`config.mk`:
```
export PLATFORM = sky130hd
export DESIGN_NAME = mant_div_seq
export DESIGN_NICKNAME = d
export VERILOG_FILES = /design/src/rtl/fp_div_pkg.sv /design/src/rtl/div_step.sv /design/src/rtl/mant_div_seq.sv
export SDC_FILE = /design/constraint.sdc
export NUM_CORES = 1
export LEC_CHECK = 0
export CORE_ASPECT_RATIO = 0.8
export CORE_UTILIZATION = 60
export DETAILED_ROUTE_END_ITERATION = 10
export PLACE_DENSITY = 0.95
export RECOVER_POWER = 50
export REMOVE_ABC_BUFFERS = 1
export SLEW_MARGIN = 20
export SYNTH_ARGS = -nofsm -noshare
export SYNTH_HDL_FRONTEND = slang
export SYNTH_HIERARCHICAL = 1
export SYNTH_SLANG_ARGS = --single-unit
```
`constraint.sdc`:
```
create_clock -name in_clk -period 8.1 [get_ports in_clk]
set_input_delay 1.62 -clock in_clk [delete_from_list [all_inputs] [get_ports in_clk]]
set_output_delay 1.62 -clock in_clk [all_outputs]
set_load 0.02 [all_outputs]
```
`src/rtl/fp_div_pkg.sv`:
```
// Shared definitions for the FP divide mantissa path.
// Holds the default mantissa/quotient widths, the iteration counter width
// and the controller state type used by mant_div_seq.
package fp_div_pkg;

    localparam int unsigned MANT_W_DEF = 24;
    localparam int unsigned QUOT_W_DEF = 26;
    localparam int unsigned CNT_W_DEF  = $clog2(QUOT_W_DEF);

    typedef enum logic [1:0] {
        IDLE = 2'd0,
        CALC = 2'd1,
        DONE = 2'd2
    } div_state_e;

endpackage

```
`src/rtl/div_step.sv`:
```
// One restoring divide step (purely combinational).
// Ports:
//   rem_i       partial remainder, MANT_W+1 bits
//   div_i       divisor, MANT_W bits
//   q_o_c       quotient bit: rem_i >= div_i
//   rem_nxt_o_c (q ? rem_i - div_i : rem_i) << 1, truncated to MANT_W+1 bits
module div_step #(
    parameter int unsigned MANT_W = 24
) (
    input  logic [MANT_W:0]   rem_i,
    input  logic [MANT_W-1:0] div_i,
    output logic              q_o_c,
    output logic [MANT_W:0]   rem_nxt_o_c
);

    logic [MANT_W:0] div_ext;
    logic [MANT_W:0] diff;
    logic [MANT_W:0] sel;

    assign div_ext = {1'b0, div_i};
    assign diff    = rem_i - div_ext;

    // Remainder stays below 2*divisor, so dropping the MSB on the shift is lossless.
    always_comb begin
        q_o_c       = (rem_i >= div_ext);
        sel         = q_o_c ? diff : rem_i;
        rem_nxt_o_c = {sel[MANT_W-1:0], 1'b0};
    end

endmodule

```
`src/rtl/mant_div_seq.sv`:
```
// Sequential mantissa divider controller for the FP divide unit.
// Runs one restoring divide step per clock for QUOT_W steps and returns the
// quotient bits plus a sticky bit (final remainder nonzero). A zero divisor
// bypasses the iterations and returns an all-ones quotient with out_dbz set.
// Optional macro MANT_DIV_EARLY_TERM_EN: finish as soon as the remainder
// becomes zero, left-aligning the partial quotient (same result, shorter latency).
// Ports:
//   in_clk, in_rst_n          clock, synchronous active-low reset
//   in_start                  start request, accepted only while out_idle
//   in_dividend, in_divisor   normalized mantissas, sampled on the accept edge
//   in_abort                  flush CALC/DONE back to IDLE
//   in_ready                  consumer takes the result while out_valid
//   out_idle/out_busy/out_valid  state decodes (IDLE/CALC/DONE)
//   out_quotient, out_sticky, out_dbz  result registers
import fp_div_pkg::*;

module mant_div_seq #(
    parameter int unsigned MANT_W = MANT_W_DEF,
    parameter int unsigned QUOT_W = QUOT_W_DEF
) (
    input  logic              in_clk,
    input  logic              in_rst_n,
    input  logic              in_start,
    input  logic [MANT_W-1:0] in_dividend,
    input  logic [MANT_W-1:0] in_divisor,
    input  logic              in_abort,
    input  logic              in_ready,
    output logic              out_idle,
    output logic              out_busy,
    output logic              out_valid,
    output logic [QUOT_W-1:0] out_quotient,
    output logic              out_sticky,
    output logic              out_dbz
);

    localparam int unsigned CNT_W = $clog2(QUOT_W);
    localparam int unsigned REM_W = MANT_W + 1;

    div_state_e        state_q, state_d;
    logic [REM_W-1:0]  rem_q, rem_d;
    logic [MANT_W-1:0] dvs_q, dvs_d;
    logic [QUOT_W-1:0] quot_q, quot_d;
    logic [CNT_W-1:0]  cnt_q, cnt_d;
    logic [QUOT_W-1:0] res_quot_q, res_quot_d;
    logic              sticky_q, sticky_d;
    logic              dbz_q, dbz_d;
    logic              idle_q, idle_d;
    logic              busy_q, busy_d;
    logic              valid_q, valid_d;

    logic              step_q_c;
    logic [REM_W-1:0]  rem_nxt_c;
    logic [QUOT_W-1:0] quot_nxt_c;

    // Single shared divide step.
    div_step #(
        .MANT_W (MANT_W)
    ) u_div_step (
        .rem_i       (rem_q),
        .div_i       (dvs_q),
        .q_o_c       (step_q_c),
        .rem_nxt_o_c (rem_nxt_c)
    );

    assign quot_nxt_c = {quot_q[QUOT_W-2:0], step_q_c};

    // State and datapath registers.
    always_ff @(posedge in_clk) begin
        if (!in_rst_n) begin
            state_q    <= IDLE;
            rem_q      <= '0;
            dvs_q      <= '0;
            quot_q     <= '0;
            cnt_q      <= '0;
            res_quot_q <= '0;
            sticky_q   <= 1'b0;
            dbz_q      <= 1'b0;
            idle_q     <= 1'b1;
            busy_q     <= 1'b0;
            valid_q    <= 1'b0;
        end else begin
            state_q    <= state_d;
            rem_q      <= rem_d;
            dvs_q      <= dvs_d;
            quot_q     <= quot_d;
            cnt_q      <= cnt_d;
            res_quot_q <= res_quot_d;
            sticky_q   <= sticky_d;
            dbz_q      <= dbz_d;
            idle_q     <= idle_d;
            busy_q     <= busy_d;
            valid_q    <= valid_d;
        end
    end

    // Next-state and datapath updates.
    always_comb begin
        state_d    = state_q;
        rem_d      = rem_q;
        dvs_d      = dvs_q;
        quot_d     = quot_q;
        cnt_d      = cnt_q;
        res_quot_d = res_quot_q;
        sticky_d   = sticky_q;
        dbz_d      = dbz_q;

        case (state_q)
            IDLE: begin
                if (in_start) begin
                    if (in_divisor != '0) begin
                        rem_d   = {1'b0, in_dividend};
                        dvs_d   = in_divisor;
                        quot_d  = '0;
                        cnt_d   = CNT_W'(QUOT_W - 1);
                        dbz_d   = 1'b0;
                        state_d = CALC;
                    end else begin
                        res_quot_d = '1;
                        sticky_d   = 1'b0;
                        dbz_d      = 1'b1;
                        state_d    = DONE;
                    end
                end
            end

            CALC: begin
                if (in_abort) begin
                    state_d = IDLE;
                end else begin
                    rem_d  = rem_nxt_c;
                    quot_d = quot_nxt_c;
                    if (cnt_q == '0) begin
                        res_quot_d = quot_nxt_c;
                        sticky_d   = (rem_nxt_c != '0);
                        state_d    = DONE;
`ifdef MANT_DIV_EARLY_TERM_EN
                    end else if (rem_nxt_c == '0) begin
                        // Remaining quotient bits are all zero; left-align what we have.
                        res_quot_d = quot_nxt_c << cnt_q;
                        sticky_d   = 1'b0;
                        cnt_d      = '0;
                        state_d    = DONE;
`endif
                    end else begin
                        cnt_d = cnt_q - CNT_W'(1);
                    end
                end
            end

            DONE: begin
                if (in_abort || in_ready) begin
                    state_d = IDLE;
                end
            end

            default: begin
                state_d = IDLE;
            end
        endcase

        idle_d  = (state_d == IDLE);
        busy_d  = (state_d == CALC);
        valid_d = (state_d == DONE);
    end

    assign out_idle     = idle_q;
    assign out_busy     = busy_q;
    assign out_valid    = valid_q;
    assign out_quotient = res_quot_q;
    assign out_sticky   = sticky_q;
    assign out_dbz      = dbz_q;

endmodule

```
======== Word level (Yosys, flattened, before mapping) ========
Index checks and enable logic that the tools add are counted.
word-level totals
  register bits after elaboration ......... 112
  output and inout bits ................... 31
cells by class
  order comparisons ....................... 1
  mux-type cells .......................... 31
  reduce and logical (&&, ||, !) cells .... 12
  $add $sub $neg .......................... 2
  equal/unequal tests ..................... 10
operator list
  operator               count
  $mux W25               6
  $mux W26               4
  $pmux W25 S2           2
  $pmux W26 S2           1
  $ge A25 B24 Y1         1
  $reduce_bool A25 Y1    1
  $mux W24               1
  $reduce_bool A24 Y1    1
  $sub A24 B24 Y24       1
  $mux W5                4
  $ne A2 B2 Y1 const B   6
  $mux W2                5
  $pmux W5 S2            1
  $reduce_and A5 Y1      2
  $pmux W2 S3            1
  $logic_not A5 Y1       1
  $mux W1                5
  $sub A5 B1 Y5 const B  1
  $eq A2 B1 Y1 const B   2
  $eq A2 B2 Y1 const B   2
  $logic_not A2 Y1       2
  $reduce_and A4 Y1      1
  $reduce_and A3 Y1      1
  $pmux W1 S2            1
  other kinds (3)        3

======== Longest topological paths before layout ========
Gate-level depths: netlist (run 1).
  depth after elaboration ................. 6
  mapped depth ............................ 15

======== Hierarchy ========
Netlist (run 1), hierarchy kept.
by module, submodules not included
  module        times used  area an instance (um^2)  cells each
  mant_div_seq  1           4,869.7                  528
  div_step      1           1,702.9                  225

======== Least setup slack after synthesis (run 1) ========
No wires, ideal clock.
  path type ............................... flip-flop to flip-flop
  start ................................... register dvs_q[1]
  end ..................................... register sticky_q (netlist: out_sticky)
  library setup time ...................... 127 ps
  arrival time ............................ 3,256 ps
  cell stages (with the launch flop) ...... 15
  path slack .............................. 4,717 ps
  cell sequence ........................... dfxtp_1 -> inv_1 -> ha_1 -> nor2b_1 -> o31a_1 -> o31ai_4 -> a31oi_1 -> or2_4 -> a311oi_4 -> buf_6 -> mux2_1 -> nor4_1 -> nand4_1 -> o211ai_1 -> a21boi_0
on the way
  longest elaborated chain between the ends .. 6
  elaborated cells on any way between the ends .. 7
  classes of those cells .................. add/sub (1); order compare (1); mux (4); reduce/logical (1)
RTL lines
  element                                             line                            source
  start: declaration                                  mant_div_seq.sv:41              logic [MANT_W-1:0] dvs_q, dvs_d;
  start signal: assignment                            mant_div_seq.sv:84              dvs_q <= dvs_d;
  $sub A24 B24 Y24 or $ge A25 B24 Y1 (tied branches)  div_step.sv:21, div_step.sv:25
  $mux W24 (*)                                        div_step.sv:26                  sel = q_o_c ? diff : rem_i;
  net rem_nxt_c[20]                                   mant_div_seq.sv:52              logic [REM_W-1:0] rem_nxt_c;
  $reduce_bool A25 Y1 (*)                             mant_div_seq.sv:134             sticky_d = (rem_nxt_c != '0);
  $mux W1 (*)                                         mant_div_seq.sv:132             if (cnt_q == '0) begin
  $mux W1 (*)                                         mant_div_seq.sv:127             if (in_abort) begin
  $pmux W1 S2 (*)                                     mant_div_seq.sv:107             case (state_q)
  end signal: assignment                              mant_div_seq.sv:88              sticky_q <= sticky_d;
  end: declaration                                    mant_div_seq.sv:45              logic sticky_q, sticky_d;
Mark *: on every way through the listed nets, which the timed path passes. The rest lies on a longest branch. The select of a mux whose other input is x is not followed.
A chain may end at the register's enable or synchronous reset.

======== Final worst setup path (run 1) ========
  start ................................... input port in_divisor[16]
  end ..................................... register quot_q[21]
on the way
  longest elaborated chain between the ends .. 3
RTL lines
  element                      line                 source
  start: declaration           mant_div_seq.sv:25   input logic [MANT_W-1:0] in_divisor,
  $reduce_bool A24 Y1          mant_div_seq.sv:110  if (in_divisor != '0) begin
  $ne A2 B2 Y1 (no line)       -
  $reduce_and A4 Y1 (no line)  -
  end signal: assignment       mant_div_seq.sv:85   quot_q <= quot_d;
  end: declaration             mant_div_seq.sv:42   logic [QUOT_W-1:0] quot_q, quot_d;
No other way between the ends.

==> results of run 1 <==
[cell usage after synthesis (9+ instances only)]
| library cell | count | area share |
|---|---|---|
| nor2b_1 | 31 | 0.030 |
| dfxtp_1 | 112 | 0.34 |
| a21oi_1 | 17 | 0.013 |
| nand2_1 | 115 | 0.066 |
| buf_2 | 10 | 0.0076 |
| mux2i_1 | 28 | 0.043 |
| inv_1 | 35 | 0.020 |
| o211a_1 | 53 | 0.081 |
| a21o_1 | 9 | 0.010 |
| mux2_1 | 11 | 0.019 |
| o21ai_0 | 12 | 0.0091 |
| nor2_1 | 48 | 0.027 |
| ha_1 | 26 | 0.049 |
| nand3_1 | 54 | 0.041 |
| a21boi_0 | 25 | 0.029 |
| clkbuf_1 | 23 | 0.013 |
| xor2_1 | 11 | 0.015 |
[where the power goes]
part	internal, W	switching, W	total (W)
sequential	0.000584	0.0000248	0.000609
clock	0.000269	0.000209	0.000478
combinational	0.000274	0.000340	0.000614
total	0.00113	0.000574	0.00170
[flip-flops by register name, summed over array words and instances (netlist names)]
name	cells
cnt_q	5
dvs_q	24
out_busy	1
out_dbz	1
out_idle	1
out_quotient	26
out_sticky	1
out_valid	1
quot_q	25
rem_q	25
state_q	2
[how the worst min path moves through the flow]
| stage | startpoint | to | slack, ns |
|---|---|---|---|
| detailed placement | quot_q[24] | quot_q[24] | 0.46 |
| global placement | quot_q[24] | quot_q[24] | 0.44 |
| CTS | quot_q[24] | quot_q[24] | 0.46 |
| global route | quot_q[24] | quot_q[24] | 0.49 |
| floorplan | quot_q[24] | quot_q[24] | 0.43 |
| finish | quot_q[24] | quot_q[24] | 0.47 |
[logic make-up (layout without fill, tap and decap cells)]
family	after synthesis	after routing	share of synthesized area
adder cells (fa/ha/maj)	27	27	0.0525
XOR/XNOR	19	19	0.0253
AO/OA/AOI/OAI	164	164	0.211
flip-flops	112	112	0.341
buffers and inverters	85	142	0.0630
AND/OR/NAND/NOR	295	295	0.223
multiplexers	50	50	0.0838
other	1	1	0.000571
[placed cells by master, fill, tap and decap left out, drive strengths merged, types with 31 or more instances in the layout]
master,instances
nor2,48
dlygate4sd3,32
nor2b,31
dfxtp,112
nand3,54
nand2,115
inv,37
o211a,53
clkdlybuf4s50,50
[per-layer routing]
metal,track usage,vias to the layer above
met1,0.360,2703
met3,0.0706,30
met2,0.471,195
met4,0.0970,0
met5,0,-
li1,-,2765
[layout make-up]
| class | count | area (um2) | share of cell area |
|---|---|---|---|
| well taps | 140 | 175 | 0.0229 |
| repair buffers | 91 | 882 | 0.115 |
| clock inverters | 4 | 57.6 | 0.00753 |
| flip-flops and latches | 112 | 2240 | 0.293 |
| inverters | 35 | 131 | 0.0172 |
| clock buffers | 12 | 267 | 0.0349 |
| multi-input cells | 556 | 3890 | 0.509 |
[worst min-delay path, cell delays in order, from the launching register on]
cell and delay [ns]:
dfxtp_1 0.31, nand2_1 0.06, a21boi_1 0.05
[through the flow]
stage | hold slack, ns | total power [W] | util | instance area (um2)
final | 0.465 | 0.00170 | 0.732 | 7650
after global routing | 0.491 | 0.00178 | 0.732 | 7650
after CTS | 0.465 | 0.00170 | 0.735 | 7680
after detailed placement | 0.456 | 0.00122 | 0.704 | 7360
after global placement | 0.439 | 0.00119 | 0.704 | 7360
after floorplan | 0.431 | 0.00106 | - | 6290
==> results_dict.tcl, run 1 <==
set metrics [dict create \
    rsz0062_at_grt "false" \
    grt_max_degree 115 \
    clockBufferDepth 2 \
    n_antenna_cell 0 \
    postCtsHoldBufs 0 \
    powerDensity_mw_per_mm2 222 \
    grtUsageTotal 0.283 \
    start_kind "input port" \
    wl_met3_um 973 \
    die_area_mm2 0.0114 \
    finalSetupTns_ns 0 \
    dp_cells 933 \
    clkLatencyLatePin_ns 0.35 \
    initial_core_util 0.629 \
    dr.first_iter.drc_count 535 \
    area_growth_pct 16.3 \
    reg2reg_slack_ns 4.00 \
    path_clk_slew_ns 0.07 \
    ant_nets 0 \
    worstSetupPathDepth 7 \
    place.gp.congestion 0.920 \
    post_cts_buffers 0 \
    setup_violations 0 \
    grt.overflow.total 0 \
    r2r_end "out_sticky" \
    dieWidth_um 119 \
    port_buffers 83 \
    synth_warnings 6 \
    route.detailed.drc 0 \
    post-route-period-util 0.681 \
    grt_pass1_vias 5377 \
    vias 5693 \
    h-tree-depth 3 \
    max-slew-margin-rel -1.09 \
    max_freq_ghz 0.181 \
    crit_family "buffers and inverters" \
    avgSynthCellArea_um2 8.73 \
    cts_buffers 9 \
    dp_hpwl_um 10700 \
    failed_checks "capacitance limit, slew limit" \
    met2_length_um 7250 \
    antenna_found_initial 0 \
    crit_path_top_delay_cell "clkbuf_1" \
    maxSlewViolCount 130 \
    path_cells "dlygate4sd3_1 > nor4_1 > nand4_1 > o31a_2 > clkbuf_1 > nand3_1 > a21boi_0" \
    hold_viol 0 \
    ys_seq_area_frac 0.341 \
    worst-path-buf-inv 2 \
    wl_per_cell_um 16.4 \
    crit_path_end_kind "register" \
    maxCapViolations 2 \
    crit_type "in2reg" \
    synth_seq_cells 112 \
    detailedPlace.worstSlack_ns 3.89 \
    drt_pass1_iterations 5 \
    clock_skew_ns 0.00529 \
    core_mm2 0.0104 \
    fp-row-count 33 \
    top_layer "met4" \
    hold_class "reg2reg" \
    cts_root_buf "clkbuf_16" \
    cts_tree "yes" \
    setup_ws_ns 2.59 \
    fin_crit_ns 5.51 \
    holdPathStages 2 \
    arrival_ns 5.77 \
    endpoint "quot_q[21]" \
    fillerInstances 739 \
    drive_gt1_frac 0.0617 \
    via_per_inst 5.99 \
    final_nets 885 \
    vdd_drop_max_mv 0.143 \
    synthArstFlopShare 0 \
    startpoint "in_divisor[16]" \
    worst_pin_slew_ns 3.14 \
    ios 84 \
    reg2regPathDepth 14 \
    regToRegStartpoint "rem_q[0]" \
    clkSinkCount 112 \
    outcome "complete, but fails checks" \
    synth_cell_types 64 \
    final_cells 950 \
    cp.required_ns 8.35 \
    synth_edf_count 0 \
    ctsResizeCount 0 \
    cp_max_fo 74 \
    leakage_nw 3.61 \
    wl_met1_um 7040 \
    cpPeakStageDelay_ns 2.21 \
    drt-total-wl_um 15600 \
    die_h_um 95.6 \
    grt_pass1_wl_um 25700 \
    syn-cell-area_mm2 0.00657 \
    ys.flop_type "dfxtp_1" \
    synth_cells 753 \
]
(Power assumes the default switching activity.)
==> run 2, diff against run 1 <==
- CORE_UTILIZATION: 60 -> 51
- PLACE_DENSITY: 0.95 -> 0.88
- clock period: 8.1 -> 5.05 ns (I/O delays scaled with it)
==> run 2 against run 1 <==
  * Global-route usage is 4.9 points lower
  * Cell count is 3.2% higher
  * Highest routed layer unchanged
  * Critical path depth stayed put
  * Worst setup slack worse by 1.8 ns
  * Sequential share of layout area hardly changed
  * Flip-flop and latch count stayed put
  * Clock skew is 0.0017 ns higher
  * Combinational power is 57% higher
  * Cell area hardly changed
  * Total power is 56% higher
  * Non-clock buffer count is 1 lower
  * The flow now finishes without violations
==> results_dict.tcl, run 2 (synthesized netlist as in run 1, its figures left out) <==
set metrics [dict create \
    max_freq_ghz 0.233 \
    antenna_found_initial 0 \
    clock_skew_ns 0.00704 \
    timing.hold.ws_ns 0.466 \
    via_per_inst 5.73 \
    port_buffers 83 \
    max-slew-margin-rel 0.281 \
    cts_buffers 9 \
    vias 5618 \
    arrival_ns 4.55 \
    h-tree-depth 3 \
    setup_ws_ns 0.753 \
    ant_nets 0 \
    cp_max_fo 52 \
    leakage_nw 3.59 \
    ios 84 \
    clkLatencyLatePin_ns 0.35 \
    reg2reg_slack_ns 0.84 \
    dr.first_iter.drc_count 508 \
    drive_gt1_frac 0.0630 \
    drt_pass1_iterations 5 \
    postCtsHoldBufs 0 \
    clkSinkCount 112 \
    dp_hpwl_um 10600 \
    dieWidth_um 129 \
    clockBufferDepth 2 \
    post_cts_buffers 0 \
    cts_root_buf "clkbuf_16" \
    n_antenna_cell 0 \
    hp-start "quot_q[24]" \
    initial_core_util 0.531 \
    area_growth_pct 16.3 \
    min_to "quot_q[24]" \
    grt_pass1_vias 5117 \
    crit_type "in2reg" \
    holdPathStages 2 \
    grt_max_degree 63 \
    start_kind "input port" \
    grt_pass1_wl_um 25200 \
    reg2regPathDepth 14 \
    crit_path_end_kind "register" \
    final_area_mm2 0.00764 \
    die_area_mm2 0.0133 \
    cp.required_ns 5.31 \
    ctsResizeCount 0 \
    hold_viol 0 \
    dpl-instance-area_mm2 0.00740 \
    path_clk_slew_ns 0.08 \
    vdd_drop_max_mv 0.194 \
    regToRegStartpoint "dvs_q[1]" \
    fin_crit_ns 4.30 \
    core_mm2 0.0124 \
    rsz0062_at_grt "false" \
    post-route-period-util 0.851 \
    setup_violations 0 \
    post-route-util 0.617 \
    route.detailed.drc 0 \
    powerDensity_mw_per_mm2 348 \
    r2r_end "out_sticky" \
    outcome "completed" \
    hold_class "reg2reg" \
    drt-total-wl_um 15300 \
    cts_tree "yes" \
    die_h_um 104 \
    largest_register_ffs 26 \
    maxCapViolations 0 \
    wl_per_cell_um 15.6 \
    worst_pin_slew_ns 1.08 \
    final_common_cell "nand2_1" \
    grt.overflow.total 0 \
    fillerInstances 1049 \
    detailedPlace.worstSlack_ns 0.925 \
    place.gp.congestion 0.903 \
    maxSlewViolCount 0 \
    final_nets 884 \
    layout_common_cells "nand2_1, dfxtp_1, nand3_1" \
    finalSetupTns_ns 0 \
    fp-row-count 36 \
    grtUsageTotal 0.234 \
]
run 2: worst max-delay path by stage:
stage / start / endpoint / slack (ns) / cells after the start
6_report: in_divisor[11] / out_quotient[1] / 0.75 / 7
5_1_grt: in_divisor[11] / out_quotient[1] / 0.61 / 7
4_1_cts: dvs_q[1] / out_sticky / 0.88 / 14
3_5_place_dp: dvs_q[1] / out_sticky / 0.93 / 14
3_3_place_gp: dvs_q[1] / out_sticky / 1.02 / 14
2_1_floorplan: dvs_q[1] / out_sticky / 1.28 / 13
run 2: final cells by class:
cell class / instances / area [um2] / area share
Clock inverter: 7 / 76.3 / 0.00998
Multi-Input combinational cell: 556 / 3880 / 0.508
Clock buffer: 9 / 225 / 0.0295
Sequential cell: 112 / 2240 / 0.293
Inverter: 35 / 131 / 0.0172
Tap cell: 171 / 214 / 0.0280
Timing Repair Buffer: 90 / 876 / 0.115
run 2: critical path, stage by stage:
cell and delay [ns]:
dlygate4sd3_1 0.57, nor4_1 0.63, nand4_1 0.52, o31ai_1 0.62, clkbuf_2 0.82, nand2_1 0.17
o211a_1 0.18
run 2: per-layer routing:
| layer | vias up | track usage | wire length [um] |
|---|---|---|---|
| met4 | 0 | 0.0647 | 183 |
| met2 | 171 | 0.343 | 6640 |
| met1 | 2661 | 0.345 | 7640 |
| met3 | 19 | 0.0449 | 816 |
| li1 | 2767 | - | - |
| met5 | - | 0 | 0 |
run 2: per-stage QoR:
stage               power, W  std cells
floorplan            0.00169        703
CTS                  0.00266        980
detailed placement   0.00195        964
global route         0.00280        980
finish               0.00266        980
global placement     0.00193        964
run 2: power breakdown:
group,switching [W],internal [W]
sequential,0.0000411,0.000937
combinational,0.000532,0.000436
clock,0.000362,0.000350
total,0.000935,0.00172
==> run 3, diff against run 2 <==
- CAP_MARGIN: not set -> 20
- CORE_UTILIZATION: 51 -> 50
- SYNTH_HIERARCHICAL: 1 -> not set
==> run 3 against run 2 <==
  * The flow now finishes with violations (DRC, capacitance limit, slew limit)
  * Flip-flop and latch count unchanged
  * Total power up 1.1%
  * Largest power group unchanged
  * First-iteration DRC count up 26%
  * Clock power up 2%
  * Fmax up 6.1%
  * Critical endpoint is now cnt_q[2]
  * Via count up 3.1%
  * Sequential power about the same
  * Cell area down 5.2%
  * Cell count down 3.9%
==> results_dict.tcl, run 3 <==
set metrics [dict create \
    cp.required_ns 5.23 \
    grt_pass1_wl_um 26500 \
    maxSlewViolCount 61 \
    post-synth-top-count-cell "dfxtp_1" \
    regToRegStartpoint "dvs_q[18]" \
    synth_edf_count 0 \
    dieWidth_um 125 \
    netlist.area_leader.share 0.369 \
    regArea_mm2 0.00224 \
    post_cts_buffers 0 \
    initial_core_util 0.519 \
    start_kind "input port" \
    cts_buffers 9 \
    multiInputGateArea_mm2 0.00349 \
    crit_type "in2reg" \
    final_nets 868 \
    clockBufferDepth 2 \
    worst_pin_slew_ns 1.90 \
    via_per_inst 6.15 \
    port_buffers 83 \
    area_growth_pct 19.3 \
    synth_cells 745 \
    grt_pass1_vias 5302 \
    met2_usage 0.404 \
    finalSetupTns_ns 0 \
    wl_per_cell_um 17.3 \
    outcome "complete, but fails checks" \
    core_mm2 0.0117 \
    powerDensity_mw_per_mm2 371 \
    path_cells "dlygate4sd3_1 > buf_4 > inv_1 > clkbuf_1 > nor3_1" \
    setup_violations 0 \
    path_clk_slew_ns 0.07 \
    worst-path-buf-inv 4 \
    grt_max_degree 61 \
    max-slew-margin-rel -0.270 \
    fp-row-count 35 \
    cpPeakStageDelay_ns 1.40 \
    final_common_cell "dfxtp_1" \
    postCtsHoldBufs 0 \
    ys_seq_area_frac 0.369 \
    drive_gt1_frac 0.0793 \
    setup_ws_ns 1.00 \
    layout_common_cells "dfxtp_1, nand2_1, nor2_1" \
    h-tree-depth 3 \
    yosys-top-cells-area "dfxtp_1, a21oi_1, ha_1" \
    ios 84 \
    cts_root_buf "clkbuf_16" \
    leakage_nw 2.85 \
    drt_pass1_iterations 8 \
    synth_warnings 0 \
    grt.overflow.total 0 \
    vias 5792 \
    reg2reg_slack_ns 1.48 \
    min_to "dvs_q[3]" \
    fin_crit_ns 4.05 \
    final_cells 942 \
    place.gp.congestion 0.930 \
    maxCapViolations 1 \
    syn-cell-area_mm2 0.00607 \
    dp_hpwl_um 11600 \
    reg2regPathDepth 11 \
    dp_cells 926 \
    synth_seq_cells 112 \
    cts_tree "yes" \
    cp_max_fo 60 \
    holdPathStages 2 \
    worstSetupPathDepth 5 \
    ant_nets 0 \
    synth_top_cells_by_count "dfxtp_1, nand2_1, nor2_1" \
    clock_skew_ns 0.00789 \
    n_antenna_cell 0 \
    ctsResizeCount 0 \
    crit_path_end_kind "register" \
    clkLatencyLatePin_ns 0.35 \
    vdd_drop_max_mv 0.222 \
    crit_path_top_delay_cell "inv_1" \
    grt_util_met3 0.0510 \
    rsz0062_at_grt "false" \
    die_h_um 101 \
    ys.flop_type "dfxtp_1" \
    max_freq_ghz 0.247 \
    route.detailed.drc 6 \
    post-route-period-util 0.802 \
    clkSinkCount 112 \
    largest_register_ffs 26 \
    grt_util_met1 0.373 \
    synthArstFlopShare 0 \
    arrival_ns 4.23 \
    r2r_end "out_sticky" \
    busiest_layer "met2" \
    grtUsageTotal 0.263 \
    yosysTopAreaCell "dfxtp_1" \
    drt-total-wl_um 16300 \
    post-route-util 0.620 \
    hp-start "dvs_q[3]" \
    dr.first_iter.drc_count 638 \
    failed_checks "DRC, capacitance limit, slew limit" \
    die_area_mm2 0.0126 \
    crit_family "buffers and inverters" \
    fillerInstances 983 \
    hold_class "reg2reg" \
    avgSynthCellArea_um2 8.15 \
    hold_viol 0 \
    antenna_found_initial 0 \
    synth_cell_types 65 \
    detailedPlace.worstSlack_ns 1.35 \
]
## run 3: final cells by class
type | instances | share of cell area
inverters | 35 | 0.0181
multi-input cells | 541 | 0.482
repair buffers | 90 | 0.123
clock inverters | 6 | 0.00898
well taps | 148 | 0.0256
flip-flops and latches | 112 | 0.309
clock buffers | 10 | 0.0330
## run 3: cell families (layout without fill, tap and decap cells)
logic type	Yosys count	in the layout	share of synthesized area
fa+ha+maj	26	26	0.0548
simple gates	246	246	0.184
flops	112	112	0.369
xor+xnor	20	20	0.0288
mux	19	19	0.0315
buf+inv	92	141	0.0608
compound gates	230	230	0.271
## run 3: how the worst max path moves through the flow
stage / end / start / slack, ns
global placement: out_sticky / in_divisor[17] / 1.46
global route: cnt_q[2] / in_rst_n / 0.75
floorplan: rem_q[24] / in_divisor[17] / 0.77
detailed placement: out_sticky / in_divisor[17] / 1.35
finish: cnt_q[2] / in_rst_n / 1.00
CTS: out_sticky / dvs_q[18] / 1.58
## run 3: power breakdown
part	internal [W]	switching, W
clock	0.000400	0.000329
sequential	0.000933	0.0000460
combinational	0.000404	0.000574
total	0.00174	0.000949
## run 3: worst reg2reg max path: cells and delay by family, from the launching register on
kind / cells / cell delay [ns]
fa+ha+maj: 1 / 0.39
buf+inv: 1 / 0.08
flops: 1 / 0.33
simple gates: 3 / 1.15
compound gates: 6 / 1.40
## run 3: routing by layer
layer,routed length (um),part of all wire
met5,0,0
met1,7610,0.47
met4,187,0.011
met3,1480,0.091
met2,7000,0.43
## run 3: per-stage QoR
step / power [W] / area [um2] / hold WS (ns)
6_report: 0.00269 / 7240 / 0.458
3_3_place_gp: 0.00194 / 6940 / 0.442
5_1_grt: 0.00282 / 7240 / 0.479
3_5_place_dp: 0.00195 / 6940 / 0.448
4_1_cts: 0.00268 / 7250 / 0.457
2_1_floorplan: 0.00168 / 5840 / 0.436
==> edit (settings of run 1) <==
Build with the macro `MANT_DIV_EARLY_TERM_EN` defined.
--- a/src/rtl/mant_div_seq.sv
+++ b/src/rtl/mant_div_seq.sv
@@ -12,6 +12,8 @@
 //   in_ready                  consumer takes the result while out_valid
 //   out_idle/out_busy/out_valid  state decodes (IDLE/CALC/DONE)
 //   out_quotient, out_sticky, out_dbz  result registers
+`define MANT_DIV_EARLY_TERM_EN
+
 import fp_div_pkg::*;
 
 module mant_div_seq #(
Behaviour: not the same (a bounded check fails within 4 cycles, from zero or initial values and one cycle with in_rst_n low).
==> edit against run 1 <==
- the flow still finishes with violations (max-capacitance violations, max-slew violations)
- power up 5.1%
- clock skew is 0.011 ns higher
- highest routed layer unchanged
- wire length increased by 41%
- setup slack got worse by 0.58 ns
- sequential cell count stayed put
- combinational power grew 13%
- design area up 15%
- synthesized area grew 17%
- critical endpoint is now rem_q[1]
==> edit: results (changes against run 1) <==
- Data arrival, critical path: 6.35 ns (+0.58 ns)
- The post-synthesis cell type count is 76 (+19%).
- The global-route wire length before repair came to 35.36 mm (+37%).
- The routed wirelength normalized by instance count is 18.91 um (+15%).
- The starting DRC count in detailed routing was 1190 (+120%).
- Nets@finish: 1061 (+20%)
* Violations in the final reports: max-capacitance violations, max-slew violations
- Count of maximum capacitance violations: 1 (-1)
- The pin count of the biggest net entering global routing was 91 (-21%).
* Via count: 7677 (+35%)
- FFs w/ async S/R, synth: 0% (unchanged)
- The cell area after placement was 8464 sq um (+15%).
- The worst-case clock skew is 0.01628 ns (+0.01098 ns).
- The slew of the pin with the lowest slew margin is 1.683 ns (-1.458 ns).
- The placer's final routability congestion estimate was 0.9926 (+7.9%).
- The highest fanout seen on the critical path came to 48 (-35%).
- The leakage power figure is 0.003285 uW (-8.9%).
- Top post-synthesis cells by area: sky130_fd_sc_hd__dfxtp_1 29%, sky130_fd_sc_hd__nand2_1 8.0%, sky130_fd_sc_hd__a21oi_1 6.2%, sky130_fd_sc_hd__mux4_2 5.6%, sky130_fd_sc_hd__ha_1 4.2%
- H-tree levels: 3 (unchanged)
- Global routing usage summed across all routing layers: 33.91% (+5.6 points)
- The total of cells resized after clock tree synthesis is 0 (unchanged).
- DPL Wire Length: 15.06 mm (+41%)
* Via count of the first global-routing pass: 7110 (+32%)
* Outcome: finished, violations left
- Worst voltage drop across the vdd grid: 128.5 uV (-10%)
- By count the netlist is led by 165 x sky130_fd_sc_hd__nand2_1, 112 x sky130_fd_sc_hd__dfxtp_1, 96 x sky130_fd_sc_hd__a21oi_1.
* Number of slew-limit violations in the final report: 22 (-83%)
- Part of the Yosys area used for sequential elements: 29.13% (-5.0 points)
- The clock-pin slew on the worst setup and hold paths came to 0.07 ns (about the same).
* Clock insertion delay at the later pin of the skew report: 0.37 ns (+0.02 ns)
- Share of layout cells above drive strength 1: 8.012% (+1.8 points)
[edit: changes by cell type after synthesis, moves of 24 or more]
cell / delta
sky130_fd_sc_hd__a21boi_0: -24
sky130_fd_sc_hd__a21oi_1: +79
sky130_fd_sc_hd__a311oi_1: +25
sky130_fd_sc_hd__nand2_1: +50
sky130_fd_sc_hd__o211a_1: -52
sky130_fd_sc_hd__o21ai_0: +31
[edit: cell families after synthesis]
logic type | Yosys count | share of synthesized area [%]
buffers and inverters | 109 | 6.551
and+or+nand+nor | 342 | 19.78
xor gates and xnor gates | 19 | 2.162
DFF | 112 | 29.13
adders and majority gates | 27 | 4.486
other | 1 | 0.04872
muxes | 79 | 15.28
AOI/OAI and AO/OA | 259 | 22.56
[edit: cell type report]
class / instances / area (sq um)
Timing Repair Buffer: 94 / 929.6
Tap cell: 171 / 214.0
Fill cell: 932 / 3548
Sequential cell: 112 / 2242
Inverter: 37 / 138.9
Clock buffer: 9 / 225.2
Multi-Input combinational cell: 727 / 4956
Clock inverter: 7 / 87.58
[edit: power breakdown]
group / switching, uW / internal [uW]
logic: 411 / 285
clock network: 229 / 248
registers: 28.3 / 587
total: 668 / 1120
[edit: final timing paths]
path | start | to | slack [ns] | depth (start not counted)
setup / recovery | in_divisor[11] | rem_q[1] | 2.00 | 8
hold / removal | dvs_q[12] | dvs_q[12] | 0.46 | 2
hold reg to reg | dvs_q[12] | dvs_q[12] | 0.46 | 2
setup reg to reg | rem_q[0] | out_quotient[6] | 2.85 | 16
[edit: worst max-delay path: stages]
cell and delay [ns]:
sky130_fd_sc_hd__dlygate4sd3_1 0.56, sky130_fd_sc_hd__nor4_1 0.49, sky130_fd_sc_hd__nand4_1 0.37, sky130_fd_sc_hd__o21bai_1 1.39, sky130_fd_sc_hd__clkbuf_1 1.10, sky130_fd_sc_hd__nand2_1 0.12
sky130_fd_sc_hd__buf_4 0.33, sky130_fd_sc_hd__a311oi_1 0.35
[edit: through the flow]
stage               setup WS [ns]  utilization [%]  hold slack (ns)  instances
finish                      2.001            71.25           0.4589       1157
global route                1.711            71.25           0.4740       1157
CTS                         3.026            71.12           0.4588       1156
detailed placement          3.045            68.58           0.4483       1140
global placement            3.123            68.58           0.4448       1140
floorplan                   3.150                -           0.4363        876
[edit: routing by layer]
metal	up-vias	global-route usage, %	share of wire [%]
met5	-	0	0
met4	0	11.49	2.7
met3	70	8.642	12
met2	528	52.10	42
met1	3557	46.61	43
li1	3522	-	-
